--- config.mk ---
export PLATFORM = sky130hd
export DESIGN_NAME = cp0_fwd_pipe
export DESIGN_NICKNAME = d
export VERILOG_FILES = /design/src/rtl/cp0_fwd_pipe_pkg.sv /design/src/rtl/cp0_fwd_match.sv /design/src/rtl/cp0_fwd_pipe.sv
export SDC_FILE = /design/constraint.sdc
export NUM_CORES = 1
export LEC_CHECK = 0
export CAP_MARGIN = 10
export CORE_ASPECT_RATIO = 0.6
export CORE_MARGIN = 4
export CORE_UTILIZATION = 34
export DETAILED_ROUTE_END_ITERATION = 8
export PLACE_DENSITY = 0.85
export SLEW_MARGIN = 10
export SYNTH_ARGS = -nofsm -noshare
export SYNTH_HDL_FRONTEND = slang
export SYNTH_SLANG_ARGS = --single-unit
--- constraint.sdc ---
create_clock -name clk -period 2.24 [get_ports clk]
set_clock_uncertainty 0.05 [all_clocks]
set_input_delay 0.448 -clock clk [delete_from_list [all_inputs] [get_ports clk]]
set_output_delay 0.448 -clock clk [all_outputs]
set_load 0.01 [all_outputs]
--- src/rtl/cp0_fwd_pipe_pkg.sv ---
// Shared CP0 definitions for the write-tracking pipeline: register addresses,
// bus widths and the in-flight write entry.
package cp0_fwd_pipe_pkg;

   localparam int unsigned CP0_ADDR_W = 8;
   localparam int unsigned CP0_DATA_W = 32;

   // {reg, sel} encoding: Status=12/0, Cause=13/0, EPC=14/0
   localparam logic [CP0_ADDR_W-1:0] CP0_REG_STATUS = 8'h60;
   localparam logic [CP0_ADDR_W-1:0] CP0_REG_CAUSE  = 8'h68;
   localparam logic [CP0_ADDR_W-1:0] CP0_REG_EPC    = 8'h70;

   typedef struct packed {
      logic                  v;
      logic [CP0_ADDR_W-1:0] addr;
      logic [CP0_DATA_W-1:0] data;
   } cp0_wr_t;

endpackage

--- src/rtl/cp0_fwd_match.sv ---
// Youngest-first priority match of one CP0 address against the in-flight
// write entries; entry 0 is the youngest. Falls back to the raw value.
module cp0_fwd_match #(
   parameter int unsigned DEPTH  = 2,
   parameter int unsigned ADDR_W = 8,
   parameter int unsigned DATA_W = 32
) (
   input  logic [DEPTH-1:0]             v,
   input  logic [DEPTH-1:0][ADDR_W-1:0] addr,
   input  logic [DEPTH-1:0][DATA_W-1:0] data,
   input  logic [ADDR_W-1:0]            rd_addr,
   input  logic [DATA_W-1:0]            raw,
   output logic [DATA_W-1:0]            fwd_c
);

   // Scan oldest to youngest so the youngest matching entry is written last.
   always_comb begin
      fwd_c = raw;
      for (int k = int'(DEPTH) - 1; k >= 0; k--) begin
         if (v[k] && (addr[k] == rd_addr)) begin
            fwd_c = data[k];
         end
      end
   end

endmodule

--- src/rtl/cp0_fwd_pipe.sv ---
// In-flight CP0 write pipeline: shifts mtc0 writes under stall/flush, commits
// the oldest entry to CP0 and forwards pending writes to read/snapshot ports.
module cp0_fwd_pipe
   import cp0_fwd_pipe_pkg::*;
#(
   parameter int unsigned DATA_W       = CP0_DATA_W,
   parameter int unsigned ADDR_W       = CP0_ADDR_W,
   parameter int unsigned DEPTH        = 2,
   parameter int unsigned NUM_RD       = 1,
   parameter bit          SNAP_FWD_ALL = 1'b0
) (
   input  logic                       clk,
   input  logic                       rst,
   input  logic                       stall,
   input  logic                       flush,
   input  logic                       wr_en_i,
   input  logic [ADDR_W-1:0]          wr_addr_i,
   input  logic [DATA_W-1:0]          wr_data_i,
   output logic                       commit_en_o,
   output logic [ADDR_W-1:0]          commit_addr_o,
   output logic [DATA_W-1:0]          commit_data_o,
   input  logic [NUM_RD*ADDR_W-1:0]   rd_addr_i,
   input  logic [NUM_RD*DATA_W-1:0]   cp0_rd_data_i,
   output logic [NUM_RD*DATA_W-1:0]   rd_data_o,
   input  logic [DATA_W-1:0]          cp0_status_i,
   input  logic [DATA_W-1:0]          cp0_cause_i,
   input  logic [DATA_W-1:0]          cp0_epc_i,
   output logic [DATA_W-1:0]          cp0_status_o,
   output logic [DATA_W-1:0]          cp0_cause_o,
   output logic [DATA_W-1:0]          cp0_epc_o,
   output logic [$clog2(DEPTH+1)-1:0] pending_o
);

   localparam int unsigned   CNT_W    = $clog2(DEPTH + 1);
   localparam logic [DEPTH-1:0] OLD_MASK = DEPTH'(1) << (DEPTH - 1);

   logic [DEPTH-1:0]             v_q,    v_d;
   logic [DEPTH-1:0][ADDR_W-1:0] addr_q, addr_d;
   logic [DEPTH-1:0][DATA_W-1:0] data_q, data_d;
   logic [CNT_W-1:0]             cnt_d;
   logic [DEPTH-1:0]             snap_v;

   // Next entry state; flush under stall spares only the oldest entry.
   always_comb begin
      v_d    = v_q;
      addr_d = addr_q;
      data_d = data_q;
      cnt_d  = '0;
      if (!stall) begin
         for (int k = 1; k < int'(DEPTH); k++) begin
            v_d[k]    = v_q[k-1];
            addr_d[k] = addr_q[k-1];
            data_d[k] = data_q[k-1];
         end
         v_d[0]    = wr_en_i;
         addr_d[0] = wr_addr_i;
         data_d[0] = wr_data_i;
         if (flush) begin
            v_d = '0;
         end
      end else if (flush) begin
         v_d = v_q & OLD_MASK;
      end
      for (int k = 0; k < int'(DEPTH); k++) begin
         cnt_d = cnt_d + CNT_W'(v_d[k]);
      end
   end

   always_ff @(posedge clk) begin
      if (rst) begin
         v_q       <= '0;
         addr_q    <= '0;
         data_q    <= '0;
         pending_o <= '0;
      end else begin
         v_q       <= v_d;
         addr_q    <= addr_d;
         data_q    <= data_d;
         pending_o <= cnt_d;
      end
   end

   assign commit_en_o   = v_q[DEPTH-1] && !stall;
   assign commit_addr_o = addr_q[DEPTH-1];
   assign commit_data_o = data_q[DEPTH-1];

   for (genvar i = 0; i < NUM_RD; i++) begin : g_rd
      cp0_fwd_match #(.DEPTH(DEPTH), .ADDR_W(ADDR_W), .DATA_W(DATA_W)) u_rd (
         .v       (v_q),
         .addr    (addr_q),
         .data    (data_q),
         .rd_addr (rd_addr_i[i*ADDR_W +: ADDR_W]),
         .raw     (cp0_rd_data_i[i*DATA_W +: DATA_W]),
         .fwd_c   (rd_data_o[i*DATA_W +: DATA_W])
      );
   end

   // Exception views see either every entry or only the one about to commit.
   assign snap_v = SNAP_FWD_ALL ? v_q : (v_q & OLD_MASK);

   cp0_fwd_match #(.DEPTH(DEPTH), .ADDR_W(ADDR_W), .DATA_W(DATA_W)) u_status (
      .v       (snap_v),
      .addr    (addr_q),
      .data    (data_q),
      .rd_addr (ADDR_W'(CP0_REG_STATUS)),
      .raw     (cp0_status_i),
      .fwd_c   (cp0_status_o)
   );

   cp0_fwd_match #(.DEPTH(DEPTH), .ADDR_W(ADDR_W), .DATA_W(DATA_W)) u_cause (
      .v       (snap_v),
      .addr    (addr_q),
      .data    (data_q),
      .rd_addr (ADDR_W'(CP0_REG_CAUSE)),
      .raw     (cp0_cause_i),
      .fwd_c   (cp0_cause_o)
   );

   cp0_fwd_match #(.DEPTH(DEPTH), .ADDR_W(ADDR_W), .DATA_W(DATA_W)) u_epc (
      .v       (snap_v),
      .addr    (addr_q),
      .data    (data_q),
      .rd_addr (ADDR_W'(CP0_REG_EPC)),
      .raw     (cp0_epc_i),
      .fwd_c   (cp0_epc_o)
   );

endmodule

==> results of run 1 <==
==> cells in the mapped netlist, drive strengths merged <==
| cell type | instances | share of area |
|---|---|---|
| nand4b | 1 | 0.0016 |
| xnor2 | 9 | 0.014 |
| nor4 | 1 | 0.0011 |
| a21oi | 32 | 0.029 |
| ha | 1 | 0.0023 |
| mux2 | 96 | 0.22 |
| and4 | 1 | 0.0016 |
| nand4 | 2 | 0.0023 |
| dfxtp | 84 | 0.31 |
| nand2 | 35 | 0.024 |
| or3 | 1 | 0.0011 |
| nor3 | 3 | 0.0037 |
| nor2 | 115 | 0.079 |
| a41oi | 32 | 0.051 |
| mux2i | 81 | 0.15 |
| xor2 | 7 | 0.011 |
| buf | 52 | 0.069 |
| nand3 | 1 | 0.00091 |
| clkbuf | 37 | 0.025 |
| or4 | 1 | 0.0021 |
| nand2b | 1 | 0.0011 |
| o21ai | 1 | 0.00091 |
| or3b | 1 | 0.0016 |
| nor2b | 4 | 0.0046 |
==> flip-flops by register name, summed over array words and instances (netlist names) <==
name and count:
v_q 2, data_q 32, addr_q 8, commit_data_o 32, pending_o 2, commit_addr_o 8
==> final cells by class <==
cell class | instances | area (um^2) | area share
timing repair buffer | 465 | 4900 | 0.440
multi-input combinational | 426 | 3960 | 0.356
sequential | 84 | 1690 | 0.152
tap | 203 | 254 | 0.0228
clock buffer | 10 | 229 | 0.0206
clock inverter | 6 | 95.1 | 0.00855
==> metrics by stage <==
stage | utilization | cells
floorplan | - | 599
global placement | 0.598 | 1110
detailed placement | 0.598 | 1110
CTS | 0.672 | 1183
global route | 0.714 | 1194
finish | 0.714 | 1194
==> critical path, delay by kind of cell, from the launching register on <==
| family | cells | cell delay [ps] |
|---|---|---|
| buf+inv | 3 | 450 |
| flops | 1 | 320 |
| mux | 1 | 300 |
| simple gates | 3 | 1120 |
==> cells by family (layout without fill, tap and decap cells) <==
kind of cell | count (synthesis) | in the layout
buf+inv | 89 | 481
simple gates | 167 | 167
xor+xnor | 16 | 16
flops | 84 | 84
mux | 177 | 177
compound gates | 65 | 65
fa+ha+maj | 1 | 1
==> power by group through the flow <==
stage	sequential (uW)	combinational (uW)	clock, uW
after floorplan	1650	451	0
after global placement	1670	1110	0
after detailed placement	1680	1130	0
after CTS	1640	1100	1650
after global routing	1660	1270	1740
final	1650	1200	1640
==> worst paths after layout <==
check	from	to	slack [ps]	depth (start not counted)
worst max-delay path	commit_addr_o[7]	cp0_cause_o[27]	-770	7
worst min-delay path	data_q[11]	data_q[11]	480	2
worst max register to register	v_q[1]	pending_o[0]	850	5
worst min register to register	data_q[11]	data_q[11]	480	2
==> per-layer routing <==
layer / vias up / track usage / routed length [um]
met5: - / 0 / 13
met4: 2 / 0.0656 / 719
met3: 64 / 0.0766 / 2410
met2: 316 / 0.462 / 13400
met1: 3159 / 0.395 / 12600
li1: 2847 / - / -
==> repair_timing <==
| action | CTS | global route |
|---|---|---|
| buffers inserted | 47 | 14 |
| gates cloned | 11 | 5 |
| resized for setup | 589 | 199 |
| pin swaps | 17 | 55 |
| setup endpoints to repair | 129 | 129 |
| hold endpoints to repair | 0 | 0 |
==> flow_summary.yaml, run 1 <==
final_layout:
  num-nets-final: 1168
  antenna_cells: 0
  final_cell_mix: "clkdlybuf4s50_1, nor2_1, buf_6, mux2i_1, dfxtp_1"
  nFillCells: 1136
  synthToLayoutAreaGrowth_pct: 103
  drive_gt1_frac: 0.467
  final_area_um2: 11100
  layout_commonest_cell: "clkdlybuf4s50_1"
setup_path:
  slowest_delay_ps: 510
  crit_path_end_kind: "output port"
  cpMaxStageDelayCell: "or3b_4"
  crit_chain: "nand4b_1 -> or4_4 -> or3b_4 -> buf_16 -> buf_12 -> mux2_4 -> buf_6"
  cp.required_ps: 1740
  startpoint_type: "register"
  path_class: "register to output port"
  worst-path-max-fanout: 5
  cp.arrival_ps: 2510
power:
  power.density_nw_per_um2: 404
  internal-power_uw: 3290
  pwr-share-comb: 0.268
  p_seq_frac: 0.367
  clkPwrFrac: 0.365
  power.total_uw: 4490
  netSwitchingPower_uw: 1200
  power_leakage_uw: 0.00496
  ir_worst_vdd_v: 0.000401
  p_sw_frac: 0.267
yosys:
  synthMuxAreaShare: 0.366
  ys_warn_count: 0
  netlist_area_um2: 5480
  synth_xor_area_frac: 0.0256
  synthAdderAreaFrac: 0.00228
  avgSynthCellArea_um2: 9.15
  synth_top_family_by_area: "multiplexers"
  ys_seq_area_frac: 0.307
  synth.net_count: 781
  yosys.area_share.simple: 0.124
  synth-compound-area-share: 0.0813
  synth_cells: 599
  synth_cell_types: 30
  synth-seq-cells: 84
drt:
  num_vias: 6388
  routed_wl_um: 29200
  via_per_inst: 5.35
  wl_per_cell_um: 24.4
  drt_iter0_drc: 429
  ant_nets: 0
  dr.pass1.iters: 5
  drcViolationCount: 0
timing:
  hold_violations: 0
  finalSetupViolCount: 128
  hold_ws_ps: 478
  fin_ws_ps: -769
  timing.final.crit_period_ps: 3010
  grt_setup_unrepaired: "yes"
  fin_setup_tns_ps: -79150
  period_share: 1.34
  tightest_slew_ps: 582
  timing.slew.headroom: 0.612
  fmax_ghz: 0.332
  drv_slew: 0
place:
  post-dp-hpwl_um: 18400
  gp_congestion: 0.893
  placed_area_um2: 9320
  dp_slack_ps: -976
  io_buffer_count: 351
global_route:
  grt_max_degree: 85
  globalRoute.totalOverflow: 0
  track_usage: 0.291
  grt_first_pass_wirelength_um: 39800
  grt_pass1_vias: 6216
  antenna_found_initial: 1
clocking:
  htree_levels: 3
  tritoncts: "built"
  cts_buffer_depth: 2
  clk_pin_slew_ps: 70
  cts.sinks: 84
  root_buffer: "clkbuf_16"
  cts_hold_buf: 0
  numCtsBuffers: 9
  insertion_delay_ps: 340
floorplan:
  dieArea_um2: 18300
  fp.dieW_um: 172
  initial_core_util: 0.352
  die_h_um: 106
  core_um2: 15600
  num_rows: 35
  ios: 352
run:
  maxCapViolations: 0
status:
  violations: "setup timing"
  status: "finished with violations"
min_path:
  hold_class: "register to register"
Power figures use the tool's default switching activity.
==> run 2: changes to the inputs <==
==> constraint.sdc (replaced) <==
create_clock -name clk -period 2.24 [get_ports clk]
set_clock_uncertainty 0.05 [all_clocks]
set_input_delay 0.448 -clock clk [delete_from_list [all_inputs] [get_ports clk]]
set_output_delay 0.448 -clock clk [all_outputs]
set_load 0.02 [all_outputs]
==> flow_summary.yaml, run 2 (synthesized netlist as in run 1, its figures left out) <==
status:
  status: "finished with violations"
  violations: "setup timing"
clocking:
  tritoncts: "built"
  insertion_delay_ps: 340
  numCtsBuffers: 9
  root_buffer: "clkbuf_16"
  clk_pin_slew_ps: 70
  htree_levels: 3
  cts_buffer_depth: 2
  cts.sinks: 84
floorplan:
  core_um2: 15600
  fp.dieW_um: 172
  ios: 352
  die_h_um: 106
  dieArea_um2: 18300
  initial_core_util: 0.352
  num_rows: 35
min_path:
  hold_path_depth: 2
  hold_path_end: "commit_data_o[15]"
  worstHoldStart: "data_q[15]"
  hold_class: "register to register"
final_layout:
  layout_commonest_cell: "clkdlybuf4s50_1"
  fin_util: 0.726
  regArea_um2: 1690
  drive_gt1_frac: 0.463
  nFillCells: 1050
  num-nets-final: 1159
  synthToLayoutAreaGrowth_pct: 106
  final_cell_mix: "clkdlybuf4s50_1, buf_6, nor2_1, mux2i_1, dfxtp_1"
  multi_input_area_um2: 4000
  final_area_um2: 11300
setup_path:
  slowest_delay_ps: 510
  cp.required_ps: 1740
  reg2reg_slack_ps: 750
  timing.rr.start: "v_q[1]"
  cpMostUsedCell: "buf_6"
  worstRegToRegCells: 5
  critical_path_buf_inv_count: 3
  crit_path_end_kind: "output port"
  worst-path-max-fanout: 7
  path_class: "register to output port"
  critPathTopFamily: "simple AND/OR/NAND/NOR gates"
  crit_chain: "nand4b_1 -> or4_4 -> or3b_4 -> buf_6 -> buf_6 -> mux2_2 -> buf_6"
  cp.arrival_ps: 2470
  startpoint_type: "register"
  cpMaxStageDelayCell: "or3b_4"
  r2r_end: "pending_o[0]"
global_route:
  globalRoute.totalOverflow: 0
  grt_pass1_vias: 6045
  grt_first_pass_wirelength_um: 38200
  grt_max_degree: 85
  antenna_found_initial: 4
  track_usage: 0.278
place:
  gp_congestion: 0.865
  dp_slack_ps: -1050
  placed_area_um2: 9340
  post-dp-hpwl_um: 18400
  io_buffer_count: 351
drt:
  dr.pass1.iters: 5
  wl_per_cell_um: 24.3
  ant_nets: 0
  drcViolationCount: 0
  via_per_inst: 5.32
  num_vias: 6310
  routed_wl_um: 28800
  drt_iter0_drc: 346
timing:
  tightest_slew_ps: 570
  finalSetupViolCount: 128
  drv_slew: 0
  hold_violations: 0
  grt_setup_unrepaired: "yes"
  period_share: 1.32
  fin_setup_tns_ps: -78770
  timing.final.crit_period_ps: 2970
  fmax_ghz: 0.337
  fin_ws_ps: -726
  timing.slew.headroom: 0.620
power:
  power.density_nw_per_um2: 397
  ir_worst_vdd_v: 0.000324
  power_leakage_uw: 0.00503
  power.total_uw: 4490
run:
  maxCapViolations: 0
run 2: changes by cell type in the layout (fill, tap and decap cells not counted), moves of 5 or more:
cell / before / now
buf_6: 104 / 139
buf_2: 40 / 7
clkbuf_2: 13 / 0
buf_4: 40 / 47
a41oi_1: 12 / 17
a41oi_2: 19 / 14
buf_8: 8 / 3
run 2: area by class of cell:
cell class / instances / area share
flip-flops and latches: 84 / 0.150
repair buffers: 456 / 0.449
clock inverters: 6 / 0.00487
multi-input cells: 426 / 0.353
diodes: 2 / 0.000442
well taps: 203 / 0.0225
clock buffers: 9 / 0.0199
run 2: per-layer routing:
layer	share of wire	vias to the layer above	GRT usage	wire [um]
met3	0.089	47	0.0829	2550
met2	0.46	332	0.438	13400
met1	0.42	3102	0.376	12100
met5	0.0013	-	0	37
li1	-	2825	-	-
met4	0.023	4	0.0673	663
run 2: per-stage QoR:
stage,hold WS (ps),cells
detailed placement,457,1115
global route,491,1186
floorplan,434,599
global placement,447,1115
finish,473,1186
CTS,476,1171
run 2: how the worst max path moves through the flow:
stage / startpoint / endpoint / slack (ps) / cells past startpoint
3_3_place_gp: rd_addr_i[5] / rd_data_o[31] / -1030 / 8
2_1_floorplan: v_q[1] / cp0_cause_o[10] / -160 / 7
4_1_cts: commit_addr_o[7] / cp0_status_o[26] / -740 / 9
6_report: commit_addr_o[7] / cp0_cause_o[31] / -730 / 7
5_1_grt: commit_addr_o[7] / cp0_cause_o[31] / -820 / 7
3_5_place_dp: rd_addr_i[1] / rd_data_o[18] / -1050 / 8
run 2: worst min-delay path: stages (launching register included):
cell and delay (ps):
dfxtp_1 350, mux2i_1 70, nor2_1 70
run 2: power by group:
group          internal, uW  switching [uW]
Clock                   770             668
Combinational           809             593
Sequential             1560            83.5
run 2: what timing repair did:
action | in CTS | in global routing
setup endpoints to repair | 129 | 128
hold buffers | 0 | 0
buffers inserted | 31 | 11
pin swaps | 23 | 57
gates resized for setup | 807 | 157
cloned | 10 | 6
==> run 3: changes to the inputs <==
--- a/config.mk
+++ b/config.mk
@@ -6,11 +6,10 @@
 export NUM_CORES = 1
 export LEC_CHECK = 0
 export CAP_MARGIN = 10
-export CORE_ASPECT_RATIO = 0.6
-export CORE_MARGIN = 4
-export CORE_UTILIZATION = 34
+export CORE_AREA = 4 4 136 138
 export DETAILED_ROUTE_END_ITERATION = 8
-export PLACE_DENSITY = 0.85
+export DIE_AREA = 0 0 140 142
+export PLACE_DENSITY = 0.8
 export SLEW_MARGIN = 10
 export SYNTH_ARGS = -nofsm -noshare
 export SYNTH_HDL_FRONTEND = slang
==> flow_summary.yaml, run 3 (synthesized netlist as in run 1, its figures left out) <==
status:
  status: "finished with violations"
  violations: "setup timing"
timing:
  fin_ws_ps: -677
  hold_violations: 0
  grt_setup_unrepaired: "yes"
  drv_slew: 0
  timing.slew.headroom: 0.476
  tightest_slew_ps: 785
  hold_ws_ps: 434
  period_share: 1.30
  finalSetupViolCount: 128
  timing.final.crit_period_ps: 2920
  fmax_ghz: 0.343
floorplan:
  initial_core_util: 0.319
  core_um2: 17200
  fp.dieW_um: 140
  num_rows: 48
  die_h_um: 142
  ios: 352
  dieArea_um2: 19900
power:
  p_sw_frac: 0.285
  ir_worst_vdd_v: 0.000369
  internal-power_uw: 3190
  clkPwrFrac: 0.341
  pwr-share-comb: 0.290
  p_seq_frac: 0.369
  power_leakage_uw: 0.00473
  power.density_nw_per_um2: 416
  netSwitchingPower_uw: 1270
clocking:
  numCtsBuffers: 9
  clk_pin_slew_ps: 70
  htree_levels: 3
  tritoncts: "built"
  cts.sinks: 84
  insertion_delay_ps: 340
  cts_buffer_depth: 2
  cts_hold_buf: 0
  root_buffer: "clkbuf_16"
place:
  io_buffer_count: 351
  dp.cells: 1141
  post-dp-hpwl_um: 17200
  gp_congestion: 0.804
global_route:
  track_usage: 0.229
  grt_pass1_vias: 6009
  grt_use_met2: 0.398
  met3_usage: 0.0544
  antenna_found_initial: 0
  grt_use_met1: 0.290
  grt.busiest_layer: "met2"
  globalRoute.totalOverflow: 0
  grt_max_degree: 85
  grt_first_pass_wirelength_um: 35400
setup_path:
  startpoint_type: "register"
  worst-path-max-fanout: 18
  crit_path_end_kind: "output port"
  crit_start: "commit_addr_o[7]"
  timing.rr.start: "v_q[1]"
  cp.required_ps: 1740
  worstRegToRegCells: 5
  reg2reg_slack_ps: 860
  cp.arrival_ps: 2420
  path_class: "register to output port"
  endpoint: "cp0_cause_o[22]"
  r2r_end: "pending_o[0]"
final_layout:
  layout_commonest_cell: "clkdlybuf4s50_1"
  multi_input_area_um2: 3870
  regArea_um2: 1690
  fin_util: 0.624
  finalNonFillerCells: 1198
  drive_gt1_frac: 0.447
  nFillCells: 1404
  antenna_cells: 0
  synthToLayoutAreaGrowth_pct: 95.5
  num-nets-final: 1150
  final_cell_mix: "clkdlybuf4s50_1, nor2_1, buf_6, mux2i_1, dfxtp_1"
min_path:
  hold_class: "input port to register"
drt:
  num_vias: 5925
  routed_wl_um: 25000
  ant_nets: 0
  via_per_inst: 4.95
  dr.pass1.iters: 4
  wl_per_cell_um: 20.8
  drt_iter0_drc: 263
  drcViolationCount: 0
run:
  maxCapViolations: 0
==> run 3: cell count changes in the layout (fill, tap and decap cells not counted), sizes merged <==
cell	previous run	this run
bufinv	0	1
buf	232	225
diode	2	0
clkbuf	14	11
dlygate4sd2	6	7
==> run 3: worst min path at each step <==
stage / slack (ps) / to / cells past startpoint / startpoint
3_3_place_gp: 440 / commit_data_o[5] / 2 / data_q[5]
2_1_floorplan: 430 / commit_data_o[0] / 2 / data_q[0]
5_1_grt: 450 / v_q[0] / 3 / stall
3_5_place_dp: 460 / commit_data_o[25] / 2 / data_q[25]
4_1_cts: 430 / v_q[0] / 3 / stall
6_report: 430 / v_q[0] / 3 / stall
==> run 3: per-layer routing <==
layer,wire length [um],up-vias,part of all wire
li1,-,2805,-
met1,10400,2859,0.42
met2,12400,234,0.50
met3,1710,27,0.069
met4,454,0,0.018
met5,0,-,0
==> run 3: critical path, stage by stage, from the launching register on <==
cell	delay [ps]
dfxtp_1	310
nand4b_1	180
or4_4	450
or3b_4	470
buf_12	190
mux2_4	330
buf_6	140
==> run 3: stage by stage <==
step	TNS [ps]	power [uW]	setup WS, ps	area [um^2]
2_1_floorplan	-5730	2220	-158	5640
3_3_place_gp	-99080	2900	-1180	9430
3_5_place_dp	-99930	2920	-1200	9430
4_1_cts	-76910	4440	-734	10300
5_1_grt	-83810	4640	-742	10700
6_report	-73320	4460	-677	10700
==> run 3: power by group through the flow <==
stage	clock network [uW]	logic [uW]	registers, uW
2_1_floorplan	0	570	1650
3_3_place_gp	0	1230	1670
3_5_place_dp	0	1250	1670
4_1_cts	1560	1240	1640
5_1_grt	1630	1360	1650
6_report	1520	1290	1640
==> run 3: area by class of cell <==
cell class	count	share of cell area
Tap cell	225	0.0263
Sequential cell	84	0.158
Clock buffer	9	0.0210
Multi-Input combinational cell	426	0.361
Timing Repair Buffer	447	0.426
Clock inverter	7	0.00759
==> run 3: repair_timing <==
item / 4_1_cts / 5_1_grt
setup endpoints to repair: 129 / 128
cloned: 10 / 3
gates resized for setup: 712 / 109
buffers inserted: 25 / 7
pin swaps: 36 / 33
==> variant: new RTL, flow settings as in run 3 <==
`NUM_RD`: 1 -> 2.
--- a/src/rtl/cp0_fwd_pipe.sv
+++ b/src/rtl/cp0_fwd_pipe.sv
@@ -8,3 +8,3 @@
    parameter int unsigned DEPTH        = 2,
-   parameter int unsigned NUM_RD       = 1,
+   parameter int unsigned NUM_RD       = 2,
    parameter bit          SNAP_FWD_ALL = 1'b0
Ports: changed (resized cp0_rd_data_i, rd_addr_i and rd_data_o); port bits go from 352 to 424. The function was not compared with the original's and may differ.
==> variant against run 3 <==
- the flow still finishes with violations (setup timing)
- sequential cell count stayed put
- combinational power increased by 26%
- first-iteration DRC count is 8.0% lower
- hold slack improved by 0.069 ns
- total power grew 8.2%
- via count is 13% higher
- setup slack worse by 0.26 ns
- design area grew 21%
- synthesized area up 17%
- count of clock-buffer cells in the layout is 4 higher
- routed wire length grew 26%
==> variant: results (changes against run 3) <==
Hold path
  – Min-delay src: addr_q[4] (was stall)
  – Worst Hold Class: reg -> reg (was in -> reg)
  – Hold path depth: 2 (was 3)
  – Hold Path End: addr_q[4] (was v_q[0])

Global route
  – Vias in the first global route: 7003 (was 6009)
  – Met2 usage: 53.9% (was 39.8%)
  – Initial antenna violation count: 3 (was 0)
  – Met1 usage: 32.6% (was 29.0%)
  – GRT Overall Usage: 29.0% (was 22.9%)
  – Routing usage on met3: 7.33% (was 5.44%)

Route
  – DR iter-0 viols: 242 (was 263)
  – Via/cell ratio: 5.06 (was 4.95)
  – DRT met1 WL: 11900 µm (was 10400 µm)
  – Wire length on met2: 16600 µm (was 12400 µm)
  – Drt first pass iters: 6 (was 4)
  – Routed wl met3: 2210 µm (was 1710 µm)
  – Routed WL per cell: 23.8 µm (was 20.8 µm)

Timing
  – Hold WS: 0.502 ns (was 0.434 ns)
  – Final worst setup slack: -0.939 ns (was -0.677 ns)
  – Setup violations, final: 160 (was 128)
  – Final setup TNS: -123.87 ns (was -73.32 ns)
  – Worst-margin pin slew: 0.646 ns (was 0.785 ns)

Critical path
  – Setup crit end: cp0_cause_o[14] (was cp0_cause_o[22])
  – CP max FO: 5 (was 18)
  – Max incr delay on CP: 0.45 ns (was 0.47 ns)
  – Reg2reg start: v_q[0] (was v_q[1])

Finish
  – Data buffer area share: 44.6% (was 42.6%)
  – Share of cells above drive strength 1: 50.6% (was 44.7%)
  – Number of fill cells in the layout: 1113 (was 1404)
  – Clock buf/inv share: 2.35% (was 2.86%)
  – Sequential cells: 84 (unchanged)
  – Register area: 1690 µm² (about the same)
  – # clk buffers: 13 (was 9)
  – # diodes: 3 (was 0)
  – Seq/total area: 13.1% (was 15.8%)
  – NumNets Final: 1314 (was 1150)
  – Non-CTS buffers: 550 (was 447)

Placed design
  – Dpl cells: 1239 (was 1141)
  – Dpl hpwl: 21100 µm (was 17200 µm)
  – DP Area: 11400 µm² (was 9430 µm²)

Pwr
  – Cell Pwr Density: 372 nW/µm² (was 416 nW/µm²)
  – Power share of the clock group: 31.7% (was 34.1%)
  – P_leak: 5.97 nW (was 4.73 nW)
  – Peak supply drop: 414 µV (was 369 µV)
  – Combinational Power Share: 33.8% (was 29.0%)
  – Switching pwr: 1.35 mW (was 1.27 mW)

Status
  – Outcome: finished with violations (unchanged)
  – Failing checks: setup timing (unchanged)

Synthesis
  – Sequential share of the synthesized area: 26.3% (was 30.7%)
  – Area contributors post-synth: mux2_2, dfxtp_1, mux2i_1, mux2_4, nor2_1 (was dfxtp_1, mux2i_1, mux2_2, mux2_4, nor2_1)
  – Commonest cells post-synth: mux2_2, dfxtp_1, nor2_1 (was nor2_1, dfxtp_1, mux2i_1)
  – Netlist cell types: 27 (was 30)
  – Syn Inst Count: 611 (was 599)
[variant: cell count changes in the layout (fill, tap and decap cells not counted), moves of 9 or more]
cell             before  now
a21oi_2              31    0
a41oi_2              24    0
buf_4                61   52
buf_6                93  147
clkdlybuf4s50_1     212  244
mux2_4               41  166
nand2_1              22    3
nor2_1              107   81
[variant: timing repair]
| action | 4_1_cts | 5_1_grt |
|---|---|---|
| pin swaps | 13 | 13 |
| gates resized for setup | 877 | 178 |
| gates cloned | 14 | 2 |
| hold buffers | 0 | 0 |
| setup buffers | 53 | 15 |
| endpoints found under the setup margin | 160 | 161 |
[variant: logic make-up (layout without fill, tap and decap cells)]
kind of cell    Yosys count  count (layout)  synth area share (%)
xor+xnor                 32              32                  4.38
buf+inv                  80             566                  7.71
fa+ha+maj                 1               1                 0.196
compound gates            1               1                0.0782
simple gates            108             108                  7.47
other cells               0               3                     0
flops                    84              84                  26.3
mux                     305             305                  53.9
